$ cat config.mk
export PLATFORM = sky130hd
export DESIGN_NAME = serial_subtractor
export DESIGN_NICKNAME = d
export VERILOG_FILES = /design/src/rtl/serial_sub_pkg.sv /design/src/rtl/full_subtractor.sv /design/src/rtl/serial_subtractor.sv
export SDC_FILE = /design/constraint.sdc
export NUM_CORES = 1
export LEC_CHECK = 0
export ABC_AREA = 1
export CAP_MARGIN = 20
export CORE_MARGIN = 2
export CORE_UTILIZATION = 32
export DETAILED_ROUTE_END_ITERATION = 7
export PLACE_DENSITY = 0.66
export REMOVE_ABC_BUFFERS = 1
export SETUP_SLACK_MARGIN = 0.02
export SYNTH_ARGS = -nofsm -noshare
export SYNTH_HDL_FRONTEND = slang
export SYNTH_SLANG_ARGS = --single-unit
$ cat constraint.sdc
create_clock -name clk -period 1.5 [get_ports clk]
set_input_delay 0.225 -clock clk [delete_from_list [all_inputs] [get_ports clk]]
set_output_delay 0.225 -clock clk [all_outputs]
set_load 0.02 [all_outputs]
$ cat src/rtl/serial_sub_pkg.sv
// Shared types and defaults for the bit-serial subtractor.
package serial_sub_pkg;

  localparam int WIDTH_DEFAULT = 4;

  typedef enum logic [1:0] {
    IDLE = 2'd0,
    RUN  = 2'd1,
    DONE = 2'd2
  } state_t;

endpackage

$ cat src/rtl/full_subtractor.sv
// One-bit full subtractor: diff = a - b - bin, bout = borrow out.
module full_subtractor (
  input  logic a,
  input  logic b,
  input  logic bin,
  output logic diff,
  output logic bout
);

  assign diff = a ^ b ^ bin;
  assign bout = (~a & b) | (~(a ^ b) & bin);

endmodule

$ cat src/rtl/serial_subtractor.sv
// Bit-serial subtractor, LSB first, one bit per cycle with valid/ready handshakes.
// Optional signed-overflow output ovf is enabled by defining SERIAL_SUB_OVF_EN.
module serial_subtractor
  import serial_sub_pkg::*;
#(
  parameter int WIDTH = WIDTH_DEFAULT
) (
  input  logic             clk,
  input  logic             rst,
  input  logic             in_valid,
  output logic             in_ready,
  input  logic [WIDTH-1:0] a,
  input  logic [WIDTH-1:0] b,
  input  logic             bin,
  output logic             out_valid,
  input  logic             out_ready,
  output logic [WIDTH-1:0] diff,
`ifdef SERIAL_SUB_OVF_EN
  output logic             ovf,
`endif
  output logic             bout
);

  localparam int CNT_W = $clog2(WIDTH);
  localparam logic [CNT_W-1:0] CNT_LAST = CNT_W'(WIDTH - 1);

  state_t           r_state;
  state_t           w_state_next;
  logic             w_accept;
  logic             w_last;
  logic             r_in_ready;
  logic             r_out_valid;
  logic [WIDTH-1:0] r_a;
  logic [WIDTH-1:0] r_b;
  logic             r_br;
  logic [CNT_W-1:0] r_cnt;
  logic [WIDTH-1:0] r_diff;
  logic             r_bout;
  logic             w_d;
  logic             w_br_next;

  full_subtractor u_fs (
    .a    (r_a[r_cnt]),
    .b    (r_b[r_cnt]),
    .bin  (r_br),
    .diff (w_d),
    .bout (w_br_next)
  );

  always_comb begin
    w_state_next = r_state;
    w_accept     = 1'b0;
    w_last       = 1'b0;
    case (r_state)
      IDLE: begin
        if (in_valid) begin
          w_state_next = RUN;
          w_accept     = 1'b1;
        end else begin
          w_state_next = IDLE;
        end
      end
      RUN: begin
        if (r_cnt == CNT_LAST) begin
          w_state_next = DONE;
          w_last       = 1'b1;
        end else begin
          w_state_next = RUN;
        end
      end
      DONE: begin
        // No re-accept on the handoff edge: IDLE must be seen for a cycle first.
        if (out_ready) begin
          w_state_next = IDLE;
        end else begin
          w_state_next = DONE;
        end
      end
      default: w_state_next = IDLE;
    endcase
  end

  always_ff @(posedge clk) begin
    if (rst) begin
      r_state     <= IDLE;
      r_in_ready  <= 1'b1;
      r_out_valid <= 1'b0;
      r_a         <= '0;
      r_b         <= '0;
      r_br        <= 1'b0;
      r_cnt       <= '0;
      r_diff      <= '0;
      r_bout      <= 1'b0;
    end else begin
      r_state     <= w_state_next;
      r_in_ready  <= (w_state_next == IDLE);
      r_out_valid <= (w_state_next == DONE);
      if (w_accept) begin
        r_a   <= a;
        r_b   <= b;
        r_br  <= bin;
        r_cnt <= '0;
      end else if (r_state == RUN) begin
        // Each new bit enters at the MSB; after WIDTH shifts bit 0 lands at position 0.
        r_diff <= {w_d, r_diff[WIDTH-1:1]};
        r_br   <= w_br_next;
        r_cnt  <= r_cnt + CNT_W'(1);
        if (w_last) begin
          r_bout <= w_br_next;
        end
      end
    end
  end

`ifdef SERIAL_SUB_OVF_EN
  logic r_ovf;

  // The final RUN bit is the result MSB, so overflow is resolved on that edge.
  always_ff @(posedge clk) begin
    if (rst) begin
      r_ovf <= 1'b0;
    end else if (w_last) begin
      r_ovf <= (r_a[WIDTH-1] ^ r_b[WIDTH-1]) & (w_d ^ r_a[WIDTH-1]);
    end
  end

  assign ovf = r_ovf;
`endif

  assign in_ready  = r_in_ready;
  assign out_valid = r_out_valid;
  assign diff      = r_diff;
  assign bout      = r_bout;

endmodule

### Word level (Yosys, flattened, before mapping)

Index checks and enable logic that the tools add are counted.

* add/sub/neg operators: 1
* $lt $le $gt $ge: 1
* equal/unequal tests: 4
* mux-type cells: 14
* bitwise gates (word level): 8
* reductions and logical operators: 6

Operators by type and width (number)
* $mux 1: 9
* $eq 2x2->1 const B: 3
* $pmux 2 s3: 1
* $bmux 1 s2: 2
* $logic_not 2->1: 2
* $mux 2: 2
* $lt 2x3->1 const B: 1
* $not 1->1: 3
* $reduce_and 3->1: 1
* $add 2x1->2 const B: 1
* $and 1x1->1: 2
* $eq 2x1->1 const B: 1
* $reduce_and 2->1: 1
* $reduce_bool 2->1: 1
* $reduce_or 2->1: 1
* $xor 1x1->1: 2
* $or 1x1->1: 1

* bits in registers: 20
* input port bits: 13
* output and inout bits: 7
* word-level logic and storage cells: 43

### Depth between registers and ports, before layout

Gate-level depths: netlist of the first run.

* depth in word-level cells: 8
* mapped depth: 10
* mapped depth without buffers: 10

### Modules after synthesis

Synthesis of the first run repeated with hierarchy kept, for this count alone.

* cells, all modules: 112
* area, all modules: 909.6 µm²

By module, submodules not included
* serial_subtractor: instances 1, cells an instance 108, area an instance 878.3 µm², seq. area each 400.4 µm²
* full_subtractor: instances 1, cells an instance 4, area an instance 31.3 µm², seq. area each 0.0 µm²

### Worst setup path before layout of the first run

Ideal clock, no wire load.

* kind: register to register
* start: register r_cnt[0]
* end: register r_br
* setup time: 0.064 ns
* data arrival time: 1.404 ns
* required time: 1.436 ns
* setup slack: 0.032 ns
* cell stages (with the launch flop): 10
* path buffers: 0
* period minus slack after synthesis: 1.468 ns
* cells stage by stage: dfxtp_1 inv_1 o21ai_0 o21ai_0 fa_1 inv_1 nand3_1 nand2_1 nor2_1 nor2_1

* cells in the longest elaborated chain, start to end: 8
* elaborated cells between the ends (all ways): 12
* those cells by class: 6 x mux; 6 x bitwise

RTL lines
* start, declared: line serial_subtractor.sv:36 `logic [CNT_W-1:0] r_cnt;`
* start signal, assigned: line serial_subtractor.sv:107 `r_cnt <= r_cnt + CNT_W'(1);`
* $bmux 1 s2, on equally long branches: line serial_subtractor.sv:43, serial_subtractor.sv:44
* $mux 1, on equally long branches: line serial_subtractor.sv:43, serial_subtractor.sv:44
* $xor 1x1->1: line full_subtractor.sv:11 `assign bout = (~a & b) | (~(a ^ b) & bin);`
* $not 1->1: line full_subtractor.sv:11
* $and 1x1->1: line full_subtractor.sv:11
* $or 1x1->1 (*): line full_subtractor.sv:11
* $mux 1 (*): line serial_subtractor.sv:103 `end else if (r_state == RUN) begin`
* $mux 1 (*): line serial_subtractor.sv:98 `if (w_accept) begin`
* end signal, assigned: line serial_subtractor.sv:101 `r_br <= bin;`
* end signal, assigned: line serial_subtractor.sv:106 `r_br <= w_br_next;`
* end, declared: line serial_subtractor.sv:35 `logic r_br;`

Mark *: on every way between the ends. The rest lies on a longest branch, timed or not. The select of a mux whose other input is x is not followed.
A chain may end at the register's enable or synchronous reset.

### Worst setup path in the final report of the first run

* start: register r_out_valid, in the netlist out_valid
* end: output port out_valid

RTL lines
* start, declared: line serial_subtractor.sv:32 `logic r_out_valid;`
* start signal, assigned: line serial_subtractor.sv:97 `r_out_valid <= (w_state_next == DONE);`
* end, declared: line serial_subtractor.sv:15 `output logic out_valid,`

No word-level cell between the ends.

==> run_results.csv, run 1 <==
group,metric,value,unit
status,outcome,"completed",
worst_hold_path,hold_class,"reg2reg",
floorplanning,ioPinCount,20,
worst_setup_path,cp_top_family,"buffers and inverters",
final_layout,seqCellArea,401.6,µm²
final_layout,nets,154,
worst_setup_path,path_cells,"clkdlybuf4s50_1",
final_layout,fin_cells,168,
sta,period_share,0.9510,
final_layout,multi_input_area,457.9,µm²
floorplanning,die_x,57.39,µm
placed_design,place.gp.congestion,0.7549,
final_layout,final_util,0.4357,
clocking,ctsRootBufferMaster,"clkbuf_4",
global_routing,antenna_found_initial,0,
pwr,sw_frac_of_total,0.2807,
pwr,power.total,1.072,mW
sta,skew,0.002782,ns
final_layout,antenna_cells,0,
floorplanning,rows,19,
floorplanning,die_h,57.39,µm
drt,antenna_left,0,
clocking,cts_tree,"done",
worst_setup_path,crit_fanout,1,
floorplanning,start_util,0.3336,
pwr,p_comb_frac,0.223,
global_routing,grtUsageTotal,0.1091,
sta,maxSlewViolCount,0,
floorplanning,core,2734,µm²
worst_setup_path,end_kind,"output port",
global_routing,grt_overflow,0,
final_layout,drive_gt1_frac,0.2774,
yosys,yosysTopAreaCellShare,0.4390,
placed_design,dp_hpwl,1357,µm
drt,drtIter0Drc,8,
yosys,ys_seq_area_frac,0.4390,
drt,wl_met2,820,µm
final_layout,nFillCells,281,
pwr,power_density,900.1,nW/µm²
drt,met3_wirelength,116,µm
yosys,synth-seq-cells,20,
sta,rsz0062_at_grt,"true",
sta,final-hold-violation-count,0,
placed_design,portBuffers,19,
placed_design,placed_cells,165,
pwr,seq_power_share,0.554,
yosys,yosys.area.top_type,"dfxtp_1",
run,drv_cap,0,
drt,met1_length,774,µm
sta,max_slew.worst_pin.slew,0.3341,ns
clocking,ctsHtreeMaxLevel,1,
final_layout,syn2layout_area_growth,30.59,%
worst_setup_path,required,1.27,ns
worst_setup_path,cp.arrival,1.20,ns
yosys,synth_area_per_cell,8.144,µm²
worst_setup_path,worstSetupPathType,"reg2out",
floorplanning,die_area,3294,µm²
global_routing,grt_pass1_vias,701,
yosys,synthDistinctLibCells,19,
yosys,syn_area,912.1,µm²
clocking,cts_inserted_buffers,3,
drt,wl,1743,µm
clocking,clk_pin_slew,0.10,ns
drt,avgRoutedWirePerCell,10.38,µm
drt,route.detailed.drc,0,
sta,max_freq,701.0,MHz
worst_setup_path,crit_buf_inv,1,
worst_setup_path,slowest_delay,0.59,ns
pwr,leakage,0.5295,nW
pwr,ir_drop,0.0004373,V
yosys,synth_area_leaders,"dfxtp_1, nor2_1, o21ai_2, nand2_1, nor2_2",
sta,slew_headroom,0.7769,
pwr,p_clk_frac,0.223,
yosys,postSynthCellCount,112,
global_routing,grt_max_degree,16,
global_routing,grt_pass1_wl,2794,µm
sta,min_period,1.427,ns
clocking,clkSinkCount,20,
drt,vias_per_cell,4.571,
yosys,synth_warnings,0,
drt,dr_total_vias,768,
clocking,clk_latency,0.29,ns
drt,drtPass1Iterations,4,
sta,setup_violations,0,
worst_setup_path,slowest_stage,"clkdlybuf4s50_1",
drt,dr.max_layer_used,"met4",
pwr,p_sw,0.3009,mW
worst_setup_path,setup.worst_path.start_class,"flip-flop",
clocking,cts_buffer_depth,2,
pwr,intPower,0.7713,mW
[cell type report]
class / count / area share
multi-input cells: 80 / 0.3845
flip-flops and latches: 20 / 0.3372
well taps: 31 / 0.03256
repair buffers: 24 / 0.1954
clock buffers: 3 / 0.01891
inverters: 10 / 0.03151
[cells by family after synthesis]
| kind of cell | count (synthesis) | synth area share |
|---|---|---|
| simple gates | 56 | 0.2881 |
| compound gates | 22 | 0.1660 |
| flops | 20 | 0.4390 |
| buf+inv | 12 | 0.07134 |
| fa+ha+maj | 2 | 0.03566 |
[path summary, 6_finish.rpt]
kind,slack (ns),to,from,cells past startpoint
max,0.07,out_valid,out_valid,1
min,0.48,bout,bout,2
max reg2reg,0.07,r_br,r_cnt[0],9
min reg2reg,0.48,bout,bout,2
[cell usage after synthesis (all sizes together)]
cell and number:
a21oi 6, buf 1, clkbuf 1, dfxtp 20, fa 1, ha 1
inv 10, nand2 16, nand3 6, nand3b 2, nor2 32, o21ai 16
[repair_timing]
action / 4_1_cts / 5_1_grt
setup endpoints to repair: 6 / 5
buffers inserted: 0 / 0
hold buffers: 0 / 0
resized for setup: 5 / 9
[cell usage in the layout, fill, tap and decap left out]
cell type and n:
a21oi_1 3, a21oi_2 3, buf_4 4, buf_6 1, clkbuf_4 3, clkdlybuf4s50_1 14
dfxtp_1 19, dfxtp_2 1, dlygate4sd2_1 3, dlymetal6s2s_1 2, fa_1 1, ha_1 1
inv_1 6, inv_2 4, nand2_1 14, nand2_2 1, nand2_4 1, nand3_1 6
nand3b_1 2, nor2_1 23, nor2_2 8, nor2_4 1, o21ai_0 5, o21ai_2 11
[per-stage QoR]
stage	setup slack [ns]	TNS (ns)	instance area [µm²]	hold WS, ns
after floorplan	0.02635	0	884.6	0.2874
after global placement	0.04702	0	1151	0.4562
after detailed placement	-0.02535	-0.05971	1151	0.4752
after CTS	0.02124	0	1171	0.4912
after global routing	-0.04121	-0.09592	1191	0.5343
final	0.07347	0	1191	0.4780
[state kept, by name, summed over array words and instances (netlist names)]
name       cells
out_valid      1
r_cnt          2
diff           4
bout           1
r_br           1
r_state        2
in_ready       1
r_b            4
r_a            4
[routing by layer]
layer	GRT usage	vias to the layer above
met3	0.02041	4
met2	0.1883	22
li1	-	409
met1	0.1261	333
met5	0	-
met4	0.05980	0
[power by group through the flow]
| stage | combinational, mW | sequential (mW) | clock (mW) |
|---|---|---|---|
| final | 0.239 | 0.594 | 0.239 |
| after global routing | 0.266 | 0.599 | 0.271 |
| after CTS | 0.237 | 0.593 | 0.251 |
| after detailed placement | 0.241 | 0.605 | 0 |
| after global placement | 0.235 | 0.604 | 0 |
| after floorplan | 0.128 | 0.616 | 0 |
No activity file was read; power rests on OpenSTA's default activity.
==> run 2, diff against run 1 <==
--- a/config.mk
+++ b/config.mk
@@ -9,6 +9,7 @@
 export CAP_MARGIN = 20
 export CORE_MARGIN = 2
 export CORE_UTILIZATION = 32
+export CTS_CLUSTER_SIZE = 12
 export DETAILED_ROUTE_END_ITERATION = 7
 export PLACE_DENSITY = 0.66
 export REMOVE_ABC_BUFFERS = 1
==> results of run 2 <==
The final DEF is identical to that of run 1; final timing and power are the same.
